### src/rtl/controlador_display.sv
// Two-digit multiplexed 7-segment driver for a 0..15 counter value, with
// 15 -> 0 wrap detection and a mod-16 wrap counter.
module controlador_display #(
  parameter int unsigned SCAN_DIV = 4
) (
  input  logic       clk,
  input  logic       reset,
  input  logic       en,
  input  logic [3:0] count,
  output logic [6:0] seg,
  output logic [1:0] an,
  output logic       wrap,
  output logic [3:0] wraps
);

  localparam int unsigned CW = (SCAN_DIV > 2) ? $clog2(SCAN_DIV) : 1;
  localparam logic [CW-1:0] LAST = CW'(SCAN_DIV - 1);

  typedef enum logic {UNID, DEZ} state_t;

  state_t        state_q, state_d;
  logic [CW-1:0] scan_q, scan_d;
  logic [3:0]    val_q;
  logic [1:0]    an_q;
  logic [6:0]    seg_q, seg_d;
  logic          wrap_q, wrap_d;
  logic [3:0]    wraps_q;
  logic          scan_last;
  logic          tens;
  logic [3:0]    units;

  function automatic logic [6:0] enc7(input logic [3:0] d);
    case (d)
      4'd0:    enc7 = 7'h3F;
      4'd1:    enc7 = 7'h06;
      4'd2:    enc7 = 7'h5B;
      4'd3:    enc7 = 7'h4F;
      4'd4:    enc7 = 7'h66;
      4'd5:    enc7 = 7'h6D;
      4'd6:    enc7 = 7'h7D;
      4'd7:    enc7 = 7'h07;
      4'd8:    enc7 = 7'h7F;
      4'd9:    enc7 = 7'h6F;
      default: enc7 = 7'h00;
    endcase
  endfunction

  always_comb begin
    scan_last = (scan_q == LAST);
    scan_d    = scan_last ? '0 : scan_q + 1'b1;
    state_d   = state_q;
    if (scan_last) state_d = (state_q == UNID) ? DEZ : UNID;
    tens  = (val_q >= 4'd10);
    units = tens ? (val_q - 4'd10) : val_q;
    // Segments follow the digit selected after this edge, so an/seg stay aligned.
    seg_d  = (state_d == UNID) ? enc7(units) : (tens ? 7'h06 : 7'h00);
    wrap_d = en && (val_q == 4'hF) && (count == 4'h0);
  end

  always_ff @(posedge clk) begin
    if (reset) begin
      val_q   <= '0;
      state_q <= UNID;
      scan_q  <= '0;
      an_q    <= 2'b01;
      seg_q   <= 7'h3F;
      wrap_q  <= 1'b0;
      wraps_q <= '0;
    end else begin
      if (en) val_q <= count;
      scan_q  <= scan_d;
      state_q <= state_d;
      an_q    <= (state_d == UNID) ? 2'b01 : 2'b10;
      seg_q   <= seg_d;
      wrap_q  <= wrap_d;
      if (wrap_d) wraps_q <= wraps_q + 4'd1;
    end
  end

  assign seg   = seg_q;
  assign an    = an_q;
  assign wrap  = wrap_q;
  assign wraps = wraps_q;

endmodule

### config.mk
export PLATFORM = sky130hd
export DESIGN_NAME = controlador_display
export DESIGN_NICKNAME = d
export VERILOG_FILES = /design/src/rtl/controlador_display.sv
export SDC_FILE = /design/constraint.sdc
export NUM_CORES = 1
export LEC_CHECK = 0
export ABC_AREA = 1
export CAP_MARGIN = 30
export CORE_ASPECT_RATIO = 1.2
export CORE_MARGIN = 4
export CORE_UTILIZATION = 30
export DETAILED_ROUTE_END_ITERATION = 10
export GPL_TIMING_DRIVEN = 0
export PLACE_DENSITY_LB_ADDON = 0.15
export SLEW_MARGIN = 20
export SYNTH_ARGS = -nofsm -noshare
export SYNTH_HDL_FRONTEND = slang
export SYNTH_SLANG_ARGS = --single-unit
### constraint.sdc
create_clock -name clk -period 2.52 [get_ports clk]
set_clock_uncertainty 0.1 [all_clocks]
set_input_delay 0.504 -clock clk [delete_from_list [all_inputs] [get_ports clk]]
set_output_delay 0.504 -clock clk [all_outputs]
set_load 0.05 [all_outputs]
==> impl_results.rst <==
.. list-table::
   :header-rows: 1

   * - Metric
     - Value
   * - Area enclosed by the die boundary
     - between 4000 and 5000 sq um
   * - Number of global-route vias before repair
     - slightly above 800
   * - Sort of element at the end of the critical path
     - output port
   * - Final count of hold timing violations
     - 0
   * - Max-cap violations
     - 0
   * - Cell area after synthesis
     - about 980 sq um
   * - Average size of a mapped cell
     - 7.746 sq um
   * - Share of final-layout standard cells stronger than drive strength 1
     - 0.1611
   * - Final Cycle Share
     - 0.8586
   * - Die X-Extent
     - approximately 60 um
   * - Cell Count, Final, Fillers Out
     - 185
   * - Buffers added on ports
     - 19
   * - Mapped Cells
     - 126
   * - Routed wirelength normalized by instance count
     - 10.09 um
   * - Post-route core utilization
     - 0.4099
   * - Number of pins with negative max-slew slack in the final report
     - 0
   * - Synth cell count leaders
     - sky130_fd_sc_hd__nand2_1 (25), sky130_fd_sc_hd__dfxtp_1 (20), sky130_fd_sc_hd__nor2_1 (12), sky130_fd_sc_hd__inv_1 (10), sky130_fd_sc_hd__a21oi_1 (7)
   * - Min Clock Period, post-route
     - 2.164 ns
   * - Max VDD drop
     - 0.2528 mV
   * - Number of antenna violations at the first check in global routing
     - 0
   * - Global-route track usage on met1
     - 0.1275
   * - Setup Total Neg Slack
     - 0 ns
   * - Net count, final
     - 163
   * - Clock transition at the registers of the reported paths
     - 0.11 ns
   * - Post-CTS Setup Bufs
     - 0
   * - Pre-antenna DRT Iters
     - 3
   * - Most frequent cell after synthesis
     - sky130_fd_sc_hd__nand2_1
   * - Result of the run
     - complete, no violations
   * - Overall die height
     - 70.48 um
   * - Number of diodes
     - 0
   * - Area delta synth->final
     - 29.49%
   * - Post-cts gate resize count
     - 0
   * - Most heavily used metal layer in global routing
     - met2
   * - Core outline area
     - 3083 sq um
   * - Measured slew at the worst slew-check pin
     - approximately 0.50 ns
   * - Area share of the largest cell type after synthesis
     - 0.4103
   * - Count of distinct cell types in the synthesized netlist
     - 25
   * - Critical Path AT
     - 1.56 ns
   * - Total number of H-tree levels
     - 1
   * - Setup violations, final
     - 0
   * - Standard-cell rows
     - 22
   * - First DRT Iteration DRCs
     - 13
   * - Clock insertion delay at the later pin of the skew report
     - roughly 0.30 ns
   * - Maximum clock frequency
     - roughly 460 MHz
   * - Max stage delay cell, worst path
     - sky130_fd_sc_hd__clkdlybuf4s50_1
   * - GR Overflow Total
     - 0
   * - Pin count of the biggest net entering global routing
     - 13
   * - Power per cell area
     - 657.6 nW/um^2
   * - Instance count after placement with tap cells included
     - 181
   * - Hold-fix buffers, CTS
     - 0
   * - Unrepaired setup endpoints after global routing
     - no
   * - Starting density of the core
     - 0.3166
   * - GP Congestion
     - 0.8276
   * - Required @ worst endpoint
     - ~1.9 ns
   * - Main flop type after synthesis
     - sky130_fd_sc_hd__dfxtp_1
   * - Remaining antenna violation count after routing
     - 0
   * - Root Driver
     - sky130_fd_sc_hd__clkbuf_4
   * - CTS buffer count
     - 3
   * - Delay of the slowest critical-path stage
     - 0.84 ns
   * - Largest cells by area after synthesis
     - sky130_fd_sc_hd__dfxtp_1 (41%), sky130_fd_sc_hd__nand2_1 (9.6%), sky130_fd_sc_hd__ha_1 (7.7%)
   * - Global-route wire length before repair
     - 3436 um
   * - Leakage component of the power
     - 0.5690 nW
   * - Type of origin of the critical path
     - flop
   * - Global routing usage on met3
     - 0.02218
   * - Tightest Hold Check Type
     - reg -> reg
   * - GR Util met2
     - 0.1695
   * - Cell-by-cell trace of the critical path
     - clkdlybuf4s50_1
   * - Remaining design rule violation count
     - 0
   * - Dominant cell type by area after synthesis
     - sky130_fd_sc_hd__dfxtp_1
   * - Hpwl dp
     - 1466 um
   * - Wirelength, routed
     - 1866 um
   * - CTS tree
     - done
   * - Number of enable flip-flop cells after synthesis
     - 0
   * - FF+latch count, synth
     - 20
   * - Combined global-route utilization of all metal layers
     - 0.1039
   * - DR vias/cell
     - 4.486
   * - Fraction of the yosys area taken by sequential cells
     - 0.4103
   * - Ys async rst share
     - 0
   * - Yosys warning total
     - 0
   * - Clock Sinks
     - 20
   * - Worst rel slew slack
     - 0.6670
   * - Maximum buffer depth of the clock tree
     - 2
   * - WP buf/inv
     - 1
   * - Ports
     - 21
   * - Syn_nets
     - between 100 and 150
   * - Crit Path Category
     - reg -> out
   * - Maximum fanout along the worst path
     - 5
   * - Cell class contributing the biggest share of worst-path delay
     - buffers and inverters
   * - Total vias in the final route
     - 830
==> worst paths after layout <==
path / startpoint / cells after the start / end / slack (ns)
setup reg to reg: val_q[2] / 9 / seg[0] / 0.95
setup / recovery: wraps[0] / 1 / wraps[0] / 0.36
hold reg to reg: scan_q[0] / 1 / scan_q[0] / 0.35
hold / removal: scan_q[0] / 1 / scan_q[0] / 0.35
==> final cells by class <==
cell class / count / area (sq um)
Buffer: 3 / 23.77
Clock buffer: 3 / 22.52
Clock inverter: 1 / 30.03
Fill cell: 337 / 1819
Inverter: 16 / 60.06
Multi-Input combinational cell: 87 / 491.7
Sequential cell: 20 / 400.4
Tap cell: 36 / 45.04
Timing Repair Buffer: 19 / 190.2
==> sequential cells by signal, summed over array words and instances, names as in the netlist <==
| register | flops |
|---|---|
| an | 1 |
| scan_q | 2 |
| seg | 7 |
| state_q | 1 |
| val_q | 4 |
| wrap | 1 |
| wraps | 4 |
==> metrics by stage <==
stage | worst slack, ns | hold slack (ns) | total power, mW | area [sq um]
2_1_floorplan | 1.089 | 0.3043 | 0.5164 | 975.9
3_3_place_gp | 0.6107 | 0.3125 | 0.5773 | 1211
3_5_place_dp | 0.5959 | 0.3285 | 0.5793 | 1211
4_1_cts | 0.3326 | 0.3456 | 0.8420 | 1264
5_1_grt | 0.2726 | 0.3726 | 0.8833 | 1264
6_report | 0.3563 | 0.3467 | 0.8310 | 1264
==> kinds of logic (layout without fill, tap and decap cells) <==
logic type                 Yosys count  count (layout)  share of synthesized area
buffers and inverters               19              42                    0.08590
and+or+nand+nor                     60              60                     0.2974
adders and majority gates            6               6                    0.07692
xor gates and xnor gates             3               3                    0.02693
DFF                                 20              20                     0.4103
AOI/OAI and AO/OA                   18              18                     0.1026
==> where the power goes <==
| group | total [mW] | internal (mW) | switching (mW) | leakage [nW] |
|---|---|---|---|---|
| combinational | 0.217 | 0.0766 | 0.140 | 0.377 |
| clock | 0.261 | 0.161 | 0.100 | 0.0279 |
| sequential | 0.354 | 0.343 | 0.0106 | 0.165 |
==> layer usage <==
metal | share of wire | vias up | routed length, um
li1 | - | 449 | -
met1 | 0.45 | 363 | 835
met2 | 0.50 | 16 | 930
met3 | 0.042 | 2 | 79
met4 | 0.011 | 0 | 21
met5 | 0 | - | 0
==> cells in the final DEF, fill, tap and decap left out <==
cell type                         count
sky130_fd_sc_hd__a211oi_1             1
sky130_fd_sc_hd__a21boi_2             1
sky130_fd_sc_hd__a21oi_1              7
sky130_fd_sc_hd__a31oi_1              1
sky130_fd_sc_hd__buf_2                1
sky130_fd_sc_hd__buf_4                1
sky130_fd_sc_hd__buf_6                1
sky130_fd_sc_hd__bufinv_16            1
sky130_fd_sc_hd__clkbuf_4             3
sky130_fd_sc_hd__clkdlybuf4s50_1     19
sky130_fd_sc_hd__dfxtp_1             20
sky130_fd_sc_hd__ha_1                 6
sky130_fd_sc_hd__inv_1               10
sky130_fd_sc_hd__inv_2                6
sky130_fd_sc_hd__nand2_1             25
sky130_fd_sc_hd__nand2_2              6
sky130_fd_sc_hd__nand2_4              2
sky130_fd_sc_hd__nand3_1              6
sky130_fd_sc_hd__nand3_2              2
sky130_fd_sc_hd__nand3b_1             1
sky130_fd_sc_hd__nand4_1              1
sky130_fd_sc_hd__nor2_1              12
sky130_fd_sc_hd__nor3_1               4
sky130_fd_sc_hd__nor3b_1              1
sky130_fd_sc_hd__o21ai_0              5
sky130_fd_sc_hd__o21ai_1              3
sky130_fd_sc_hd__xnor2_1              2
sky130_fd_sc_hd__xor2_1               1
(Power assumes the default switching activity.)
